## src/rtl/inst_fetch_pkg.sv

```systemverilog
// Shared types for the instruction fetch unit: FSM state encodings
// and the default boot address.
package inst_fetch_pkg;

  localparam int unsigned IFU_XLEN = 32;
  localparam logic [31:0] RESET_PC_DEF = 32'h8000_0000;

  typedef enum logic [2:0] {
    IFU_BOOT = 3'd0,
    IFU_REQ  = 3'd1,
    IFU_WAIT = 3'd2,
    IFU_HOLD = 3'd3,
    IFU_HALT = 3'd4
  } ifu_state_e;

endpackage

```

## src/rtl/ifu_pc_reg.sv

```systemverilog
// PC register: async reset to RESET_PC, loads either a redirect target
// or pc+4 when load_en is high. Ports: clk, rst_n, load_en, sel_redir,
// redir_pc (target), pc (current value).
module ifu_pc_reg #(
  parameter int unsigned XLEN     = 32,
  parameter logic [XLEN-1:0] RESET_PC = 'h8000_0000
) (
  input  logic            clk,
  input  logic            rst_n,
  input  logic            load_en,
  input  logic            sel_redir,
  input  logic [XLEN-1:0] redir_pc,
  output logic [XLEN-1:0] pc
);

  logic [XLEN-1:0] pc_d;
  logic [XLEN-1:0] pc_q;

  always_comb begin
    pc_d = pc_q;
    if (load_en) begin
      pc_d = sel_redir ? redir_pc : pc_q + XLEN'(4);
    end
  end

  always_ff @(posedge clk or negedge rst_n) begin
    if (!rst_n) pc_q <= RESET_PC;
    else        pc_q <= pc_d;
  end

  assign pc = pc_q;

endmodule

```

## src/rtl/inst_fetch.sv

```systemverilog
// Fetch stage: one outstanding imem request, result held for the decoder
// on a valid/ready channel; execute-stage redirects and ebreak halt.
// Ports: clk, rst_n, imem_req_{valid,ready,addr}, imem_rsp_{valid,data},
// inst_{valid,ready}, inst, inst_pc, redirect_{valid,pc}, halt, halted,
// fetch_err. Optional: IFU_ALIGN_CHK_EN halts on misaligned redirects.
module inst_fetch
  import inst_fetch_pkg::*;
#(
  parameter int unsigned XLEN     = IFU_XLEN,
  parameter logic [XLEN-1:0] RESET_PC = RESET_PC_DEF
) (
  input  logic            clk,
  input  logic            rst_n,
  output logic            imem_req_valid,
  input  logic            imem_req_ready,
  output logic [XLEN-1:0] imem_req_addr,
  input  logic            imem_rsp_valid,
  input  logic [XLEN-1:0] imem_rsp_data,
  output logic            inst_valid,
  input  logic            inst_ready,
  output logic [XLEN-1:0] inst,
  output logic [XLEN-1:0] inst_pc,
  input  logic            redirect_valid,
  input  logic [XLEN-1:0] redirect_pc,
  input  logic            halt,
  output logic            halted,
  output logic            fetch_err
);

  ifu_state_e      state_d, state_q;
  logic            drop_d, drop_q;
  logic [XLEN-1:0] inst_d, inst_q;
  logic [XLEN-1:0] ipc_d, ipc_q;
  logic            pc_ld, pc_sel;
  logic [XLEN-1:0] pc;
  logic [XLEN-1:0] redir_tgt;

`ifdef IFU_ALIGN_CHK_EN
  logic err_d, err_q;
  logic redir_bad;
  assign redir_tgt = redirect_pc;
  assign redir_bad = redirect_valid && (redirect_pc[1:0] != 2'b00);
`else
  assign redir_tgt = redirect_pc & ~XLEN'(3);
`endif

  ifu_pc_reg #(
    .XLEN     (XLEN),
    .RESET_PC (RESET_PC)
  ) u_pc (
    .clk       (clk),
    .rst_n     (rst_n),
    .load_en   (pc_ld),
    .sel_redir (pc_sel),
    .redir_pc  (redir_tgt),
    .pc        (pc)
  );

  always_comb begin
    state_d = state_q;
    drop_d  = drop_q;
    inst_d  = inst_q;
    ipc_d   = ipc_q;
    pc_ld   = 1'b0;
    pc_sel  = 1'b0;
`ifdef IFU_ALIGN_CHK_EN
    err_d   = err_q;
`endif
    unique case (state_q)
      IFU_BOOT: state_d = IFU_REQ;
      IFU_REQ: begin
        if (redirect_valid) begin
          pc_ld  = 1'b1;
          pc_sel = 1'b1;
          // request already went out to the old pc; its reply is stale
          if (imem_req_ready) begin
            state_d = IFU_WAIT;
            drop_d  = 1'b1;
          end
        end else if (imem_req_ready) begin
          state_d = IFU_WAIT;
        end
      end
      IFU_WAIT: begin
        if (redirect_valid) begin
          pc_ld  = 1'b1;
          pc_sel = 1'b1;
          // a reply in this same cycle is the outstanding one: consume it
          if (imem_rsp_valid) begin
            state_d = IFU_REQ;
            drop_d  = 1'b0;
          end else begin
            drop_d  = 1'b1;
          end
        end else if (imem_rsp_valid) begin
          if (drop_q) begin
            drop_d  = 1'b0;
            state_d = IFU_REQ;
          end else begin
            inst_d  = imem_rsp_data;
            ipc_d   = pc;
            state_d = IFU_HOLD;
          end
        end
      end
      IFU_HOLD: begin
        if (redirect_valid) begin
          pc_ld   = 1'b1;
          pc_sel  = 1'b1;
          state_d = IFU_REQ;
        end else if (inst_ready) begin
          pc_ld   = 1'b1;
          state_d = halt ? IFU_HALT : IFU_REQ;
        end
      end
      IFU_HALT: state_d = IFU_HALT;
      default:  state_d = IFU_BOOT;
    endcase
`ifdef IFU_ALIGN_CHK_EN
    if (redir_bad &&
        (state_q == IFU_REQ || state_q == IFU_WAIT ||
         state_q == IFU_HOLD)) begin
      pc_ld   = 1'b0;
      drop_d  = 1'b0;
      err_d   = 1'b1;
      state_d = IFU_HALT;
    end
`endif
  end

  always_ff @(posedge clk or negedge rst_n) begin
    if (!rst_n) begin
      state_q <= IFU_BOOT;
      drop_q  <= 1'b0;
      inst_q  <= '0;
      ipc_q   <= '0;
    end else begin
      state_q <= state_d;
      drop_q  <= drop_d;
      inst_q  <= inst_d;
      ipc_q   <= ipc_d;
    end
  end

`ifdef IFU_ALIGN_CHK_EN
  always_ff @(posedge clk or negedge rst_n) begin
    if (!rst_n) err_q <= 1'b0;
    else        err_q <= err_d;
  end
  assign fetch_err = err_q;
`else
  assign fetch_err = 1'b0;
`endif

  assign imem_req_valid = (state_q == IFU_REQ);
  assign imem_req_addr  = pc;
  assign inst_valid     = (state_q == IFU_HOLD);
  assign inst           = inst_q;
  assign inst_pc        = ipc_q;
  assign halted         = (state_q == IFU_HALT);

endmodule

```

## config.mk

```make
export PLATFORM = sky130hd
export DESIGN_NAME = inst_fetch
export DESIGN_NICKNAME = d
export VERILOG_FILES = /design/src/rtl/inst_fetch_pkg.sv /design/src/rtl/ifu_pc_reg.sv /design/src/rtl/inst_fetch.sv
export SDC_FILE = /design/constraint.sdc
export NUM_CORES = 1
export LEC_CHECK = 0
export ABC_AREA = 0
export CAP_MARGIN = 0
export CORE_MARGIN = 4
export CORE_UTILIZATION = 40
export CTS_CLUSTER_DIAMETER = 100
export DETAILED_ROUTE_END_ITERATION = 10
export DONT_BUFFER_PORTS = 1
export GPL_TIMING_DRIVEN = 0
export SETUP_SLACK_MARGIN = 0.1
export SYNTH_ARGS = -nofsm -noshare
export SYNTH_HDL_FRONTEND = slang
export SYNTH_SLANG_ARGS = --single-unit
```

## constraint.sdc

```tcl
create_clock -name clk -period 6.5 [get_ports clk]
set_clock_uncertainty 0.2 [all_clocks]
set_input_delay 0.65 -clock clk [delete_from_list [all_inputs] [get_ports clk]]
set_output_delay 0.65 -clock clk [all_outputs]
set_load 0.05 [all_outputs]
```

==> impl_metrics.toml, run 1 <==
[outcome]
status = "completed"

[power_and_ir_drop]
ir_drop_mv = 0.2894
power_density_mw_per_mm2 = 633.9
leakagePower_nw = 2.246

[routing]
wl_met2_um = 5642
post_drt_via_cell_ratio = 5.850
vias = 3305
drtIter0Drc = 225
first_pass_iters = 5
remaining_drc_errors = 0
met1_length_um = 4604
routed.top_layer = "met4"
route.met3.wl_um = 1220
routedWlPerCell_um = 20.62
ant_nets = 0
wl_um = 11650

[placed_design]
place.gp.congestion = 0.8260
dp_hpwl_um = 8401
port_buffers = 0

[sta]
relSlewSlack_pct = 41.75
rsz0062_at_grt = "no"
worst_pin_slew_ns = 0.8699
slew_viol_final = 0
fin_tns_setup_ns = 0
max_freq_mhz = 341.0
fin_crit_ns = 2.932
period_share_pct = 45.12
hold-worst-slack_ns = 0.03002
setup_viol = 0
report.final.hold_viol_count = 0

[logic_synthesis]
synth_seq_cells = 96
avgSynthCellArea_sq_um = 11.18
synth.distinct_cells = 50
synthCells = 404
synth-edff-count = 0
ys_top_cells_by_area = "dfrtp_1, mux2_2, nand2_1, nand3_1, a21oi_1"
synth_top_area_share_pct = 52.63
yosysSeqAreaShare_pct = 53.21
synth_warnings = 0
synth_common_cells = "dfrtp_1, mux2_2, nand2_1"
synth.most_common_cell = "dfrtp_1"
synth-main-ff-cell = "dfrtp_1"
async_flop_share_pct = 100.0
synth_top_area_cell = "dfrtp_1"
syn_area_sq_mm = 0.004517

[critical_path]
cp.required_ns = 6.57
critPathKind = "reg2reg"
end_kind = "flop"
critPathLaunchType = "flop"
critical_path.max_fanout = 8
arrival_ns = 3.01

[clocking]
clock_latency_ns = 0.35
cts.htree.levels = 3
cts-resized-gates = 0
clkSlewWorstSetupHoldPaths_ns = 0.06
numCtsBuffers = 9
clk_path_buf_depth = 2
cts_tree = "built"
numClockSinks = 96
cts_root_buffer = "clkbuf_16"

[global_routing]
grt_pass1_wl_um = 17960
overflow = 0
grtUsageTotal_pct = 17.73
grt_max_degree = 97
antenna_found_initial = 0
grt_pass1_vias = 3305

[die]
die_h_um = 114.3
die_w_um = 114.3
core-area_sq_mm = 0.01094
placement_rows = 38
start_util_pct = 41.30
io_pins = 171
dieArea_sq_mm = 0.01306

[final_layout]
drive_gt1_share_pct = 24.94
layout-area-overhead-vs-synth_pct = 11.25
fin_nets = 492
fin_util_pct = 45.95
num-fill-cells = 1039
multiInputGateArea_sq_mm = 0.001981
area.sequential_sq_mm = 0.002404
antenna_cells = 0

[run]
cap_violations = 0

[min_path]
worstHoldPathType = "in2async"
-- layout make-up --
| type | instances | share of cell area, % |
|---|---|---|
| clock buffer | 13 | 5.378 |
| timing repair buffer | 1 | 0.5478 |
| multi-input combinational | 280 | 39.42 |
| inverter | 2 | 0.1494 |
| sequential | 96 | 47.83 |
| clock inverter | 3 | 0.2988 |
| tap | 140 | 3.486 |
| buffer | 30 | 2.888 |
-- worst max-delay path: stages, from the launching register on --
cell and delay, ns:
dfrtp_1 0.76, ha_1 0.37, nand4_2 0.24, nor4_4 0.45
nand4_4 0.20, or4_1 0.53, nand3_1 0.10
-- flip-flops by register name, summed over array words and instances, names as in the netlist --
| register | flops |
|---|---|
| inst_pc | 30 |
| state_q | 3 |
| inst | 32 |
| u_pc.pc | 30 |
| drop_q | 1 |
-- per-stage QoR --
stage	total power, mW	area, sq um	instances	worst slack (ns)
detailed placement	2.689	4712	548	3.575
global route	3.358	5025	565	3.368
global placement	2.660	4707	548	3.616
finish	3.185	5025	565	3.568
CTS	3.215	5025	565	3.558
floorplan	2.456	4532	408	3.839
-- path summary, 6_finish.rpt --
check,start,to,slack [ns],cells past startpoint
worst max-delay path,u_pc.pc[2],u_pc.pc[30],3.57,6
worst min-delay path,rst_n,inst[4],0.03,1
worst max register to register,u_pc.pc[2],u_pc.pc[30],3.57,6
worst min register to register,drop_q,drop_q,0.33,2
max in group asynchronous,rst_n,inst_pc[13],5.69,1
min in group clk,redirect_pc[15],u_pc.pc[15],0.23,2
-- where the power goes --
part	leakage, nW	internal (mW)	switching, mW
Sequential	1.21	0.829	1.14
Clock	0.145	0.289	0.219
Combinational	0.895	0.309	0.400
-- metal layers --
metal / vias up / GRT usage, %
met2: 146 / 27.67
li1: 1507 / -
met3: 22 / 6.607
met1: 1630 / 22.60
met4: 0 / 6.492
met5: - / 0
-- kinds of logic (layout without fill, tap and decap cells) --
group | Yosys count | after routing | synth area share (%)
compound gates | 84 | 84 | 12.16
fa+ha+maj | 1 | 1 | 0.2770
buf+inv | 32 | 49 | 3.380
flops | 96 | 96 | 53.21
mux | 63 | 63 | 15.68
other cells | 1 | 5 | 0.08302
simple gates | 127 | 127 | 15.21
-- layout by cell type, fill, tap and decap left out, drive strengths merged, types with 6 or more instances in the layout --
cell type / synthesis / layout
a21oi: 22 / 22
a22oi: 10 / 10
buf: 20 / 21
clkbuf: 10 / 23
dfrtp: 95 / 95
mux2: 62 / 62
nand2: 35 / 35
nand3: 23 / 23
nand4: 8 / 8
nor2: 29 / 29
o211ai: 7 / 7
o21ai: 17 / 17
o22ai: 6 / 6
o311ai: 7 / 7
-- timing repair --
item | CTS | global route
endpoints found under the hold margin | 96 | 0
hold buffers | 1 | 0
setup buffers | 0 | 0
Power figures use the tool's default switching activity.
==> inputs of run 2 (changes only) <==
==> constraint.sdc (replaced) <==
create_clock -name clk -period 2.8 [get_ports clk]
set_clock_uncertainty 0.2 [all_clocks]
set_input_delay 0.28 -clock clk [delete_from_list [all_inputs] [get_ports clk]]
set_output_delay 0.28 -clock clk [all_outputs]
set_load 0.05 [all_outputs]
==> impl_metrics.toml, run 2 (synthesis results as in run 1) <==
[power_and_ir_drop]
ir_drop_mv = 0.6757
leakagePower_nw = 2.494
power_density_mw_per_mm2 = 1324

[die]
io_pins = 171
placement_rows = 38
dieArea_sq_mm = 0.01306
start_util_pct = 41.30
die_w_um = 114.3
die_h_um = 114.3
core-area_sq_mm = 0.01094

[critical_path]
critPathLaunchType = "flop"
critPathKind = "reg2reg"
cp_num_cells = 6
critical_path.max_fanout = 8
cp.required_ns = 2.88
slowest_stage = "dfrtp_4"
end_kind = "flop"
crit_family = "simple AND/OR/NAND/NOR gates"
reg2regPathDepth = 6
arrival_ns = 2.62
cp_slowest_stage_delay_ns = 0.57
cp_cell_sequence = "ha_4 > nand4_2 > nor4_4 > nand4_4 > or4_1 > nand3_1"
critical_path_buf_inv_count = 0

[placed_design]
port_buffers = 0
place.gp.congestion = 0.8260
preCtsSetupSlack_ns = -0.1245
dp_hpwl_um = 8401

[outcome]
status = "finished, violations left"
violations = "hold timing"

[routing]
drtIter0Drc = 223
post_drt_via_cell_ratio = 5.693
first_pass_iters = 4
routedWlPerCell_um = 19.66
wl_um = 12350
remaining_drc_errors = 0
vias = 3575
ant_nets = 0

[final_layout]
layout-area-overhead-vs-synth_pct = 25.37
drive_gt1_share_pct = 23.57
mostFrequentLayoutCells = "dfrtp_1, dlygate4sd3_1, mux2_2"
fin_nets = 555
antenna_cells = 0
final_common_cell = "dfrtp_1"
largest_register_ff_count = 32

[sta]
setup_viol = 0
setup_ws_ns = 0.2569
fin_crit_ns = 2.543
rsz0062_at_grt = "no"
hold-worst-slack_ns = -0.5706
report.final.hold_viol_count = 96
period_share_pct = 90.82
fin_tns_setup_ns = 0
worst_pin_slew_ns = 0.8672
relSlewSlack_pct = 41.93
slew_viol_final = 0
max_freq_mhz = 393.2

[global_routing]
overflow = 0
antenna_found_initial = 0
grt_pass1_wl_um = 19280
grt_max_degree = 97
grtUsageTotal_pct = 18.88
grt_pass1_vias = 3657

[clocking]
cts_hold_buffers = 63
numCtsBuffers = 9
cts_tree = "built"
cts.htree.levels = 3
clk_path_buf_depth = 2
numClockSinks = 96
clkSlewWorstSetupHoldPaths_ns = 0.07
clock_latency_ns = 0.35
cts_root_buffer = "clkbuf_16"

[min_path]
worstHoldPathType = "in2async"

[run]
cap_violations = 0
-- run 2: per-stage QoR --
stage | area (sq um) | total power [mW] | cells | util (%)
4_1_cts | 5635 | 7.514 | 627 | 51.53
3_5_place_dp | 4712 | 6.241 | 548 | 43.09
5_1_grt | 5663 | 7.904 | 628 | 51.78
3_3_place_gp | 4707 | 6.175 | 548 | 43.04
6_report | 5663 | 7.500 | 628 | 51.78
2_1_floorplan | 4532 | 5.702 | 408 | -
-- run 2: what timing repair did --
item                                   in CTS  in global routing
pin swaps                                   0                  1
setup endpoints to repair                   5                  5
gates resized for setup                     5                  7
buffers inserted                            0                  1
endpoints found under the hold margin     159                 96
-- run 2: worst register-to-register path, cell delays in order, from the launching register on --
cell	delay (ns)
dfrtp_4	0.57
ha_4	0.21
nand4_2	0.23
nor4_4	0.45
nand4_4	0.19
or4_1	0.53
nand3_1	0.10
-- run 2: routing by layer --
metal	GRT usage, %	part of all wire [%]
met1	23.51	40
met4	7.680	2.1
met2	30.60	49
met5	0	0
met3	5.814	8.8
-- run 2: report_power, final --
| part | internal, mW | switching, mW |
|---|---|---|
| combinational | 0.783 | 0.927 |
| clock | 0.671 | 0.513 |
| sequential | 1.95 | 2.66 |
-- run 2: final timing paths --
check | from | end | slack (ns)
worst max-delay path | u_pc.pc[2] | u_pc.pc[30] | 0.26
worst min-delay path | rst_n | inst_pc[31] | -0.57
worst max register to register | u_pc.pc[2] | u_pc.pc[30] | 0.26
worst min register to register | drop_q | drop_q | 0.33
max in group asynchronous | rst_n | u_pc.pc[31] | 2.79
min in group clk | redirect_pc[9] | u_pc.pc[9] | 0
-- run 2: final cells by class --
type / count / area, sq um
Buffer: 30 / 145.1
Clock inverter: 3 / 15.01
Timing Repair Buffer: 64 / 638.1
Clock buffer: 13 / 270.3
Sequential cell: 96 / 2419
Fill cell: 1008 / 5273
Multi-Input combinational cell: 280 / 1993
Inverter: 2 / 7.507
Tap cell: 140 / 175.2
